File: config.mk
export PLATFORM = sky130hd
export DESIGN_NAME = wb_cw_arbiter
export DESIGN_NICKNAME = d
export VERILOG_FILES = /design/src/rtl/wb_cw_arbiter_pkg.sv /design/src/rtl/wb_ack_watchdog.sv /design/src/rtl/wb_cw_arbiter.sv
export SDC_FILE = /design/constraint.sdc
export NUM_CORES = 1
export LEC_CHECK = 0
export BUFFER_PORTS_ARGS = -buffer_cell sky130_fd_sc_hd__buf_2
export CAP_MARGIN = 20
export CORE_AREA = 2 2 78 80
export DETAILED_ROUTE_END_ITERATION = 10
export DIE_AREA = 0 0 80 82
export PLACE_DENSITY = 0.75
export SYNTH_ARGS = -nofsm -noshare
export SYNTH_HDL_FRONTEND = slang
export SYNTH_SLANG_ARGS = --single-unit
File: constraint.sdc
create_clock -name i_clk -period 1.7 [get_ports i_clk]
set_input_delay 0.17 -clock i_clk [delete_from_list [all_inputs] [get_ports i_clk]]
set_output_delay 0.17 -clock i_clk [all_outputs]
set_load 0.01 [all_outputs]
File: src/rtl/wb_cw_arbiter_pkg.sv
`default_nettype none
// ============================================================================
// Module      : wb_cw_arbiter_pkg
// Description : Shared bus widths, master request bundle and counter sizing
//               helper for the two-master compressed-bus arbiter.
// Revision    : 1.0  initial release
// ============================================================================
package wb_cw_arbiter_pkg;

    // Bus widths shared with the compressor.
    localparam int RW        = 16;
    localparam int WB_ADDR_W = 24;

    // Everything a master presents towards the slave, bundled for one-shot muxing.
    typedef struct packed {
        logic                 cyc;
        logic                 stb;
        logic                 we;
        logic [WB_ADDR_W-1:0] adr;
        logic [RW-1:0]        dat;
        logic [1:0]           sel;
        logic                 burst8;
        logic                 burst4;
    } wb_req_t;

    // Counter width able to hold 0..n; never narrower than one bit.
    function automatic int cnt_width(input int n);
        return (n < 1) ? 1 : $clog2(n + 1);
    endfunction

endpackage
`default_nettype wire

File: src/rtl/wb_ack_watchdog.sv
`default_nettype none
// ============================================================================
// Module      : wb_ack_watchdog
// Description : Saturating count of consecutive stalled cycles; flags expiry
//               on the WDT_CYCLES-th stalled cycle. WDT_CYCLES = 0 disables.
// Revision    : 1.0  initial release
// ============================================================================
module wb_ack_watchdog
    import wb_cw_arbiter_pkg::*;
#(
    parameter int WDT_CYCLES = 1023
) (
    input  logic i_clk,
    input  logic i_rst,
    input  logic stall,
    input  logic clr,
    output logic expire
);

    localparam int CW = cnt_width(WDT_CYCLES);

    generate
        if (WDT_CYCLES == 0) begin : g_wdt_off
            logic w_unused;
            assign w_unused = &{1'b0, i_clk, i_rst, stall, clr};
            assign expire   = 1'b0;
        end else begin : g_wdt_on
            localparam logic [CW-1:0] c_last = CW'(WDT_CYCLES - 1);

            logic [CW-1:0] cnt_q;

            // Count stalled cycles; clear has priority, and the count holds at all-ones.
            always_ff @(posedge i_clk or posedge i_rst) begin
                if (i_rst) begin
                    cnt_q <= '0;
                end else if (clr) begin
                    cnt_q <= '0;
                end else if (stall && (cnt_q != '1)) begin
                    cnt_q <= cnt_q + CW'(1);
                end
            end

            // Expiry only while the stall is still present in this cycle.
            assign expire = stall && (cnt_q == c_last);
        end
    endgenerate

endmodule
`default_nettype wire

File: src/rtl/wb_cw_arbiter.sv
`default_nettype none
// ============================================================================
// Module      : wb_cw_arbiter
// Description : Round-robin arbiter sharing one Wishbone port between the
//               fetch master (m0) and data master (m1). Grant is held for the
//               whole cyc assertion; a watchdog aborts hung transfers.
// Revision    : 1.0  initial release
// ============================================================================
module wb_cw_arbiter
    import wb_cw_arbiter_pkg::*;
#(
    parameter int WDT_CYCLES = 1023
) (
    input  logic                 i_clk,
    input  logic                 i_rst,
    // master 0 (instruction fetch)
    input  logic                 m0_cyc,
    input  logic                 m0_stb,
    input  logic                 m0_we,
    input  logic [WB_ADDR_W-1:0] m0_adr,
    input  logic [RW-1:0]        m0_o_dat,
    input  logic [1:0]           m0_sel,
    input  logic                 m0_8_burst,
    input  logic                 m0_4_burst,
    output logic [RW-1:0]        m0_i_dat,
    output logic                 m0_ack,
    output logic                 m0_err,
    // master 1 (data)
    input  logic                 m1_cyc,
    input  logic                 m1_stb,
    input  logic                 m1_we,
    input  logic [WB_ADDR_W-1:0] m1_adr,
    input  logic [RW-1:0]        m1_o_dat,
    input  logic [1:0]           m1_sel,
    input  logic                 m1_8_burst,
    input  logic                 m1_4_burst,
    output logic [RW-1:0]        m1_i_dat,
    output logic                 m1_ack,
    output logic                 m1_err,
    // shared port towards the compressor
    output logic                 s_cyc,
    output logic                 s_stb,
    output logic                 s_we,
    output logic [WB_ADDR_W-1:0] s_adr,
    output logic [RW-1:0]        s_o_dat,
    output logic [1:0]           s_sel,
    output logic                 s_8_burst,
    output logic                 s_4_burst,
    input  logic [RW-1:0]        s_i_dat,
    input  logic                 s_ack,
    input  logic                 s_err,
    // status
    output logic                 o_owner,
    output logic                 o_busy,
    output logic                 o_wdt_trip
);

    localparam logic [1:0] c_st_idle  = 2'd0;
    localparam logic [1:0] c_st_busy  = 2'd1;
    localparam logic [1:0] c_st_abort = 2'd2;

    logic [1:0] state_q, state_d;
    logic       owner_q, owner_d;
    logic       last_q,  last_d;
    logic       err_pls_q, err_pls_d;
    logic       trip_q,  trip_d;

    wb_req_t w_m0, w_m1, w_own, w_bus;
    logic    w_req0, w_req1, w_win;
    logic    w_fwd, w_stall, w_clr, w_expire;

    assign w_m0 = '{cyc: m0_cyc, stb: m0_stb, we: m0_we, adr: m0_adr, dat: m0_o_dat,
                    sel: m0_sel, burst8: m0_8_burst, burst4: m0_4_burst};
    assign w_m1 = '{cyc: m1_cyc, stb: m1_stb, we: m1_we, adr: m1_adr, dat: m1_o_dat,
                    sel: m1_sel, burst8: m1_8_burst, burst4: m1_4_burst};

    assign w_own  = owner_q ? w_m1 : w_m0;
    assign w_req0 = m0_cyc & m0_stb;
    assign w_req1 = m1_cyc & m1_stb;
    // On a tie the master that did not win last time goes next.
    assign w_win  = (w_req0 & w_req1) ? ~last_q : w_req1;

    // Only a live BUSY transfer connects master and slave in either direction.
    assign w_fwd   = (state_q == c_st_busy);
    assign w_stall = w_fwd & w_own.cyc & w_own.stb & ~(s_ack | s_err);
    assign w_clr   = ~w_stall | w_expire;

    wb_ack_watchdog #(
        .WDT_CYCLES (WDT_CYCLES)
    ) u_wdt (
        .i_clk  (i_clk),
        .i_rst  (i_rst),
        .stall  (w_stall),
        .clr    (w_clr),
        .expire (w_expire)
    );

    // Next-state logic: grant from IDLE, release on owner cyc low, abort on expiry.
    always_comb begin
        state_d   = state_q;
        owner_d   = owner_q;
        last_d    = last_q;
        err_pls_d = 1'b0;
        trip_d    = trip_q;
        case (state_q)
            c_st_idle: begin
                if (w_req0 | w_req1) begin
                    owner_d = w_win;
                    last_d  = w_win;
                    state_d = c_st_busy;
                end
            end
            c_st_busy: begin
                if (!w_own.cyc) begin
                    state_d = c_st_idle;
                end else if (w_expire) begin
                    state_d   = c_st_abort;
                    err_pls_d = 1'b1;
                    trip_d    = 1'b1;
                end
            end
            c_st_abort: begin
                if (!w_own.cyc) begin
                    state_d = c_st_idle;
                end
            end
            default: state_d = c_st_idle;
        endcase
    end

    // State registers; reset leaves m0 favoured on the first tie.
    always_ff @(posedge i_clk or posedge i_rst) begin
        if (i_rst) begin
            state_q   <= c_st_idle;
            owner_q   <= 1'b0;
            last_q    <= 1'b1;
            err_pls_q <= 1'b0;
            trip_q    <= 1'b0;
        end else begin
            state_q   <= state_d;
            owner_q   <= owner_d;
            last_q    <= last_d;
            err_pls_q <= err_pls_d;
            trip_q    <= trip_d;
        end
    end

    assign w_bus     = w_fwd ? w_own : '0;
    assign s_cyc     = w_bus.cyc;
    assign s_stb     = w_bus.stb;
    assign s_we      = w_bus.we;
    assign s_adr     = w_bus.adr;
    assign s_o_dat   = w_bus.dat;
    assign s_sel     = w_bus.sel;
    assign s_8_burst = w_bus.burst8;
    assign s_4_burst = w_bus.burst4;

    // The watchdog error pulse is generated here, not passed through from the slave.
    assign m0_ack   = w_fwd & ~owner_q & s_ack;
    assign m0_err   = (w_fwd & ~owner_q & s_err) | (err_pls_q & ~owner_q);
    assign m0_i_dat = (w_fwd & ~owner_q) ? s_i_dat : '0;
    assign m1_ack   = w_fwd & owner_q & s_ack;
    assign m1_err   = (w_fwd & owner_q & s_err) | (err_pls_q & owner_q);
    assign m1_i_dat = (w_fwd & owner_q) ? s_i_dat : '0;

    assign o_owner    = owner_q;
    assign o_busy     = (state_q != c_st_idle);
    assign o_wdt_trip = trip_q;

endmodule
`default_nettype wire

Word level (Yosys, flattened, before mapping)
Index checks and enable logic that the tools add are counted.
{"block": "totals", "regBits": 16, "wordCells": 60, "inputBits": 114}
{"block": "classes", "eq_ne": 7, "reduce_logical": 8, "n_addsub": 1, "bitwise_logic": 23, "muxes": 15}
{"operator": "2-to-1 mux 47 bit", "count": 2}
{"operator": "2-to-1 mux 16 bit", "count": 2}
{"operator": "2-to-1 mux 10 bit", "count": 2}
{"operator": "bitwise AND 1 bit", "count": 14}
{"operator": "adder 10 x 1 -> 10 bit (second input constant)", "count": 1}
{"operator": "== test 10 bit (second input constant)", "count": 1}
{"operator": "!= test 10 bit (second input constant)", "count": 1}
{"operator": "2-to-1 mux 2 bit", "count": 4}
{"operator": "case mux 2 bit (3 select lines)", "count": 1}
{"operator": "AND reduction 3 bit", "count": 2}
{"operator": "bitwise OR 1 bit", "count": 5}
{"operator": "2-to-1 mux 1 bit", "count": 4}
{"operator": "!= test 2 bit (second input constant)", "count": 2}
{"operator": "NOT 1 bit", "count": 4}
{"operator": "nonzero test 2 bit", "count": 2}
{"operator": "!= test 3 x 2 -> 1 bit (second input constant)", "count": 1}
{"operator": "== test 2 x 1 -> 1 bit (second input constant)", "count": 1}
{"operator": "== test 2 bit (second input constant)", "count": 1}
{"operator": "logical AND 1 bit", "count": 2}
{"operator": "logical NOT 2 bit", "count": 1}
{"operator": "AND reduction 2 bit", "count": 1}

Depth between registers and ports, before layout
{"block": "logic_depth", "depth_word": 8, "ltp_mapped": 6}

Modules after synthesis
From an unflattened synthesis, not the netlist that was laid out.
{"block": "hier_totals", "cells_unflattened": 190, "hier_area_um2": 1730.4}
{"mod": "wb_cw_arbiter", "area_each_um2": 1123.6, "cells_each": 129, "n_inst": 1, "seq_area_each_um2": 151.4}
{"mod": "wb_ack_watchdog", "area_each_um2": 606.8, "cells_each": 61, "n_inst": 1, "seq_area_each_um2": 250.2}

Worst setup path after synthesis
No wires, ideal clock.
{"block": "synth_timing", "path_kind": "flip-flop to output port", "start": "register state_q[0]", "end": "output s_adr[0]", "path_stages_with_launch": 7, "slack_ps": 179, "arrival_ps": 1351, "required_ps": 1530, "path_cell_list": "dfrtp_1 > nor2b_1 > buf_2 > and2_1 > buf_2 > buf_2 > a22o_1"}
{"block": "synth_between", "elab_chain_len": 2}
{"item": "from (decl)", "line": "wb_cw_arbiter.sv:62", "rtl": "logic [1:0] state_q, state_d;"}
{"item": "from (signal assigned)", "line": "wb_cw_arbiter.sv:134", "rtl": "state_q <= c_st_idle;"}
{"item": "from (signal assigned)", "line": "wb_cw_arbiter.sv:140", "rtl": "state_q <= state_d;"}
{"item": "== test 2 x 1 -> 1 bit", "line": "wb_cw_arbiter.sv:84", "rtl": "assign w_fwd = (state_q == c_st_busy);"}
{"item": "2-to-1 mux 47 bit", "line": "wb_cw_arbiter.sv:148", "rtl": "assign w_bus = w_fwd ? w_own : '0;"}
{"item": "to (decl)", "line": "wb_cw_arbiter.sv:44", "rtl": "output logic [WB_ADDR_W-1:0] s_adr,"}
Every way passes these cells.

Worst setup path after layout
{"block": "layout_timing", "start": "register owner_q (netlist: o_owner)", "end": "output s_adr[11]"}
{"block": "layout_between", "elab_chain_len": 2}
{"item": "from (decl)", "line": "wb_cw_arbiter.sv:63", "rtl": "logic owner_q, owner_d;"}
{"item": "from (signal assigned)", "line": "wb_cw_arbiter.sv:141", "rtl": "owner_q <= owner_d;"}
{"item": "2-to-1 mux 47 bit", "line": "wb_cw_arbiter.sv:77", "rtl": "assign w_own = owner_q ? w_m1 : w_m0;"}
{"item": "2-to-1 mux 47 bit", "line": "wb_cw_arbiter.sv:148"}
Every way passes these cells.

==> flow_metrics.env <==
export IMPL_result_of_the_run="finished, violations left"
export IMPL_failing_checks="hold timing, setup timing"
export IMPL_gr_usage_met3_pct=6.15
export IMPL_chipHeight_um=82
export IMPL_cellPowerDensity_nw_per_um2=1290
export IMPL_worst_hold_path_type="in -> async"
export IMPL_most_used_flip_flop_cell_after_synthesis="sky130_fd_sc_hd__dfrtp_1"
export IMPL_vias_in_the_first_global_route=2100
export IMPL_setup_viol_count_final=11
export IMPL_worstPathCellList="buf_4 > and2_4 > buf_12 > a22o_1 > buf_2"
export IMPL_reg2reg_slack_ns=0.03
export IMPL_die_width_um=80
export IMPL_worst_clock_skew_ns=0.000667
export IMPL_post_synth_cell_area_avg_um2=8.35
export IMPL_synthToLayoutAreaGrowth_pct=97.4
export IMPL_floorplan_initialDensity_pct=27.3
export IMPL_dp_cells=454
export IMPL_placed_cell_area_um2=2690
export IMPL_wire_per_inst_um=18.3
export IMPL_fillers=562
export IMPL_top_usage_layer="met2"
export IMPL_post_route_cells_drive_above_1_share_pct=62.3
export IMPL_p_leak_nw=1.78
export IMPL_final_period_utilization_pct=101
export IMPL_post_route_min_period_ns=1.72
export IMPL_postSynthRegisterBits=16
export IMPL_syn_area_um2=1570
export IMPL_hold_viol_final=15
export IMPL_rows=28
export IMPL_clk_transition_reported_paths_ns=0.06
export IMPL_cts_max_level=1
export IMPL_synth_top_cells_by_count="46 x sky130_fd_sc_hd__a22o_1, 20 x sky130_fd_sc_hd__and2_1, 20 x sky130_fd_sc_hd__and3_1, 15 x sky130_fd_sc_hd__dfrtp_1, 10 x sky130_fd_sc_hd__nor2_1"
export IMPL_worst_ir_drop_vdd_mv=0.548
export IMPL_cp_top_family="buffers and inverters"
export IMPL_tritoncts_clock_tree="yes"
export IMPL_synth_edf_count=0
export IMPL_detail_route_drc_violations=0
export IMPL_core_area_um2=5750
export IMPL_cts_inserted_buffers=3
export IMPL_maxCapViolations=0
export IMPL_synth_most_common_cell="sky130_fd_sc_hd__a22o_1"
export IMPL_critical_path_startpoint_type="flop"
export IMPL_boundaryPins=200
export IMPL_grt_setup_unrepaired="true"
export IMPL_cts_sinks=16
export IMPL_number_of_distinct_library_cells_after_synthesis=36
export IMPL_dieArea_um2=6560
export IMPL_residual_overflow_from_global_routing=0
export IMPL_hold_worst_slack_ns=-0.0213
export IMPL_place_detailed_hpwl_um=6700
export IMPL_finalMaxSlewViolations=0
export IMPL_number_of_iterations_in_the_first_detailed_routing_pass=5
export IMPL_gp_weighted_congestion=0.962
export IMPL_cp_slowest_cell="sky130_fd_sc_hd__dfrtp_2"
export IMPL_number_of_antenna_violations_at_the_first_check_in_global_routing=3
export IMPL_clkLatencyLatePin_ns=0.25
export IMPL_netlist_top_cells_area="sky130_fd_sc_hd__a22o_1 26%, sky130_fd_sc_hd__dfrtp_1 24%, sky130_fd_sc_hd__and2_1 8.0%"
export IMPL_critPathMaxStageDelay_ns=0.43
export IMPL_global_route_wire_length_before_repair_um=11100
export IMPL_nNetsFinal=515
export IMPL_drt_first_iter_violations=209
export IMPL_netlist_area_leader_share_pct=25.7
export IMPL_netlist_instances=188
export IMPL_final_cell_count_no_fill=475
export IMPL_worstPathBufferInverterCount=3
export IMPL_finish_instance_area_um2=3100
export IMPL_grt_start_max_net_pins=30
export IMPL_async_flop_share_pct=100
export IMPL_achievable_frequency_mhz=582
export IMPL_synthesis_yosys_warnings=0
export IMPL_via_count=2487
export IMPL_drt_total_wl_um=8690
export IMPL_gr_usage_met2_pct=38.0
export IMPL_grtUsageTotal_pct=22.3
export IMPL_criticalPathCategory="reg -> out"
export IMPL_max_slew_worst_pin_slew_ns=0.606
export IMPL_clock_root_buffer="sky130_fd_sc_hd__clkbuf_8"
export IMPL_wp_data_required_ns=1.53
export IMPL_end_kind="output pin"
export IMPL_cts_root_to_sink_buffers=2
export IMPL_route_detailed_vias_per_inst=5.24
export IMPL_route_antenna_remaining_nets=0
export IMPL_gr_usage_met1_pct=28.7
export IMPL_synth_seq_area_share_pct=25.6
export IMPL_postLayoutSetupSlackWorst_ns=-0.0182
export IMPL_io_buffers=199
export IMPL_maxSlewHeadroom_pct=59.6
export IMPL_post_synthesis_net_count=304
export IMPL_synth_largest_area_cell="sky130_fd_sc_hd__a22o_1"
export IMPL_worst_ep_arrival_time_ns=1.55
export IMPL_worst_path_max_fanout=17
## layout by cell type (no fill, tap or decap), types with 4 or more instances in the layout
| master | instances |
|---|---|
| sky130_fd_sc_hd__a31oi_1 | 4 |
| sky130_fd_sc_hd__inv_1 | 4 |
| sky130_fd_sc_hd__buf_6 | 10 |
| sky130_fd_sc_hd__and3_1 | 20 |
| sky130_fd_sc_hd__buf_4 | 11 |
| sky130_fd_sc_hd__nand3_1 | 6 |
| sky130_fd_sc_hd__nand2_1 | 4 |
| sky130_fd_sc_hd__buf_12 | 6 |
| sky130_fd_sc_hd__buf_2 | 191 |
| sky130_fd_sc_hd__nor2_1 | 10 |
| sky130_fd_sc_hd__and2_1 | 14 |
| sky130_fd_sc_hd__nand4_1 | 4 |
| sky130_fd_sc_hd__a22o_1 | 46 |
| sky130_fd_sc_hd__clkbuf_8 | 4 |
| sky130_fd_sc_hd__a21oi_1 | 4 |
| sky130_fd_sc_hd__dfrtp_1 | 14 |
| sky130_fd_sc_hd__and2_4 | 6 |
## cells by family (layout without fill, tap and decap cells)
group / after synthesis / in the layout / synth area share [%]
AOI/OAI and AO/OA: 64 / 65 / 33.3
xor gates and xnor gates: 2 / 2 / 1.12
adders and majority gates: 2 / 2 / 1.59
buffers and inverters: 21 / 230 / 5.82
DFF: 16 / 16 / 25.6
muxes: 3 / 3 / 1.99
other: 0 / 2 / 0
and+or+nand+nor: 80 / 80 / 30.6
## per-layer routing
layer	up-vias	share of wire, %
met5	-	0.12
met4	2	1.2
met3	15	10
met2	138	48
met1	1184	40
li1	1148	-
## worst paths after layout
kind	from	to	depth (start not counted)
max	o_owner	s_adr[11]	5
min	i_rst	u_wdt.g_wdt_on.cnt_q[0]	2
max reg2reg	o_owner	state_q[1]	6
min reg2reg	o_wdt_trip	o_wdt_trip	1
max in group asynchronous	i_rst	o_owner	2
min in group i_clk	m0_stb	o_owner	3
## layout make-up
class / instances / area (um2) / area share (%)
Clock buffer: 4 / 55.1 / 1.78
Multi-Input combinational cell: 152 / 1170 / 37.6
Sequential cell: 16 / 403 / 13.0
Timing Repair Buffer: 222 / 1360 / 43.9
Inverter: 4 / 15.0 / 0.484
Antenna cell: 2 / 5.00 / 0.161
Tap cell: 75 / 93.8 / 3.03
## where the power goes
part | switching (mW) | total [mW] | internal [mW]
logic | 1.52 | 3.20 | 1.68
registers | 0.0351 | 0.464 | 0.429
clock network | 0.133 | 0.339 | 0.206
## flip-flops by register name, summed over array words and instances (netlist names)
| signal | cells |
|---|---|
| err_pls_q | 1 |
| last_q | 1 |
| o_owner | 1 |
| o_wdt_trip | 1 |
| state_q | 2 |
| u_wdt.g_wdt_on.cnt_q | 10 |
## per-stage QoR
stage	util [%]	setup slack [ns]	hold slack [ns]	setup TNS (ns)	total power, mW
after floorplan	-	0.179	0.0830	0	1.92
after global placement	46.9	0.179	0.269	0	2.98
after detailed placement	46.9	0.122	0.268	0	3.01
after CTS	50.0	-0.0353	0.00164	-0.265	3.62
after global routing	53.9	-0.0616	0.0348	-1.65	4.22
final	53.9	-0.0182	-0.0213	-0.0724	4.00
## repair_timing
item                                    4_1_cts  5_1_grt
gates resized for setup                      12       25
hold buffers                                  0        0
gates cloned                                  1        5
pin swaps                                     3        9
setup buffers                                 6        4
endpoints found under the setup margin       62       68
Power figures use the tool's default switching activity.
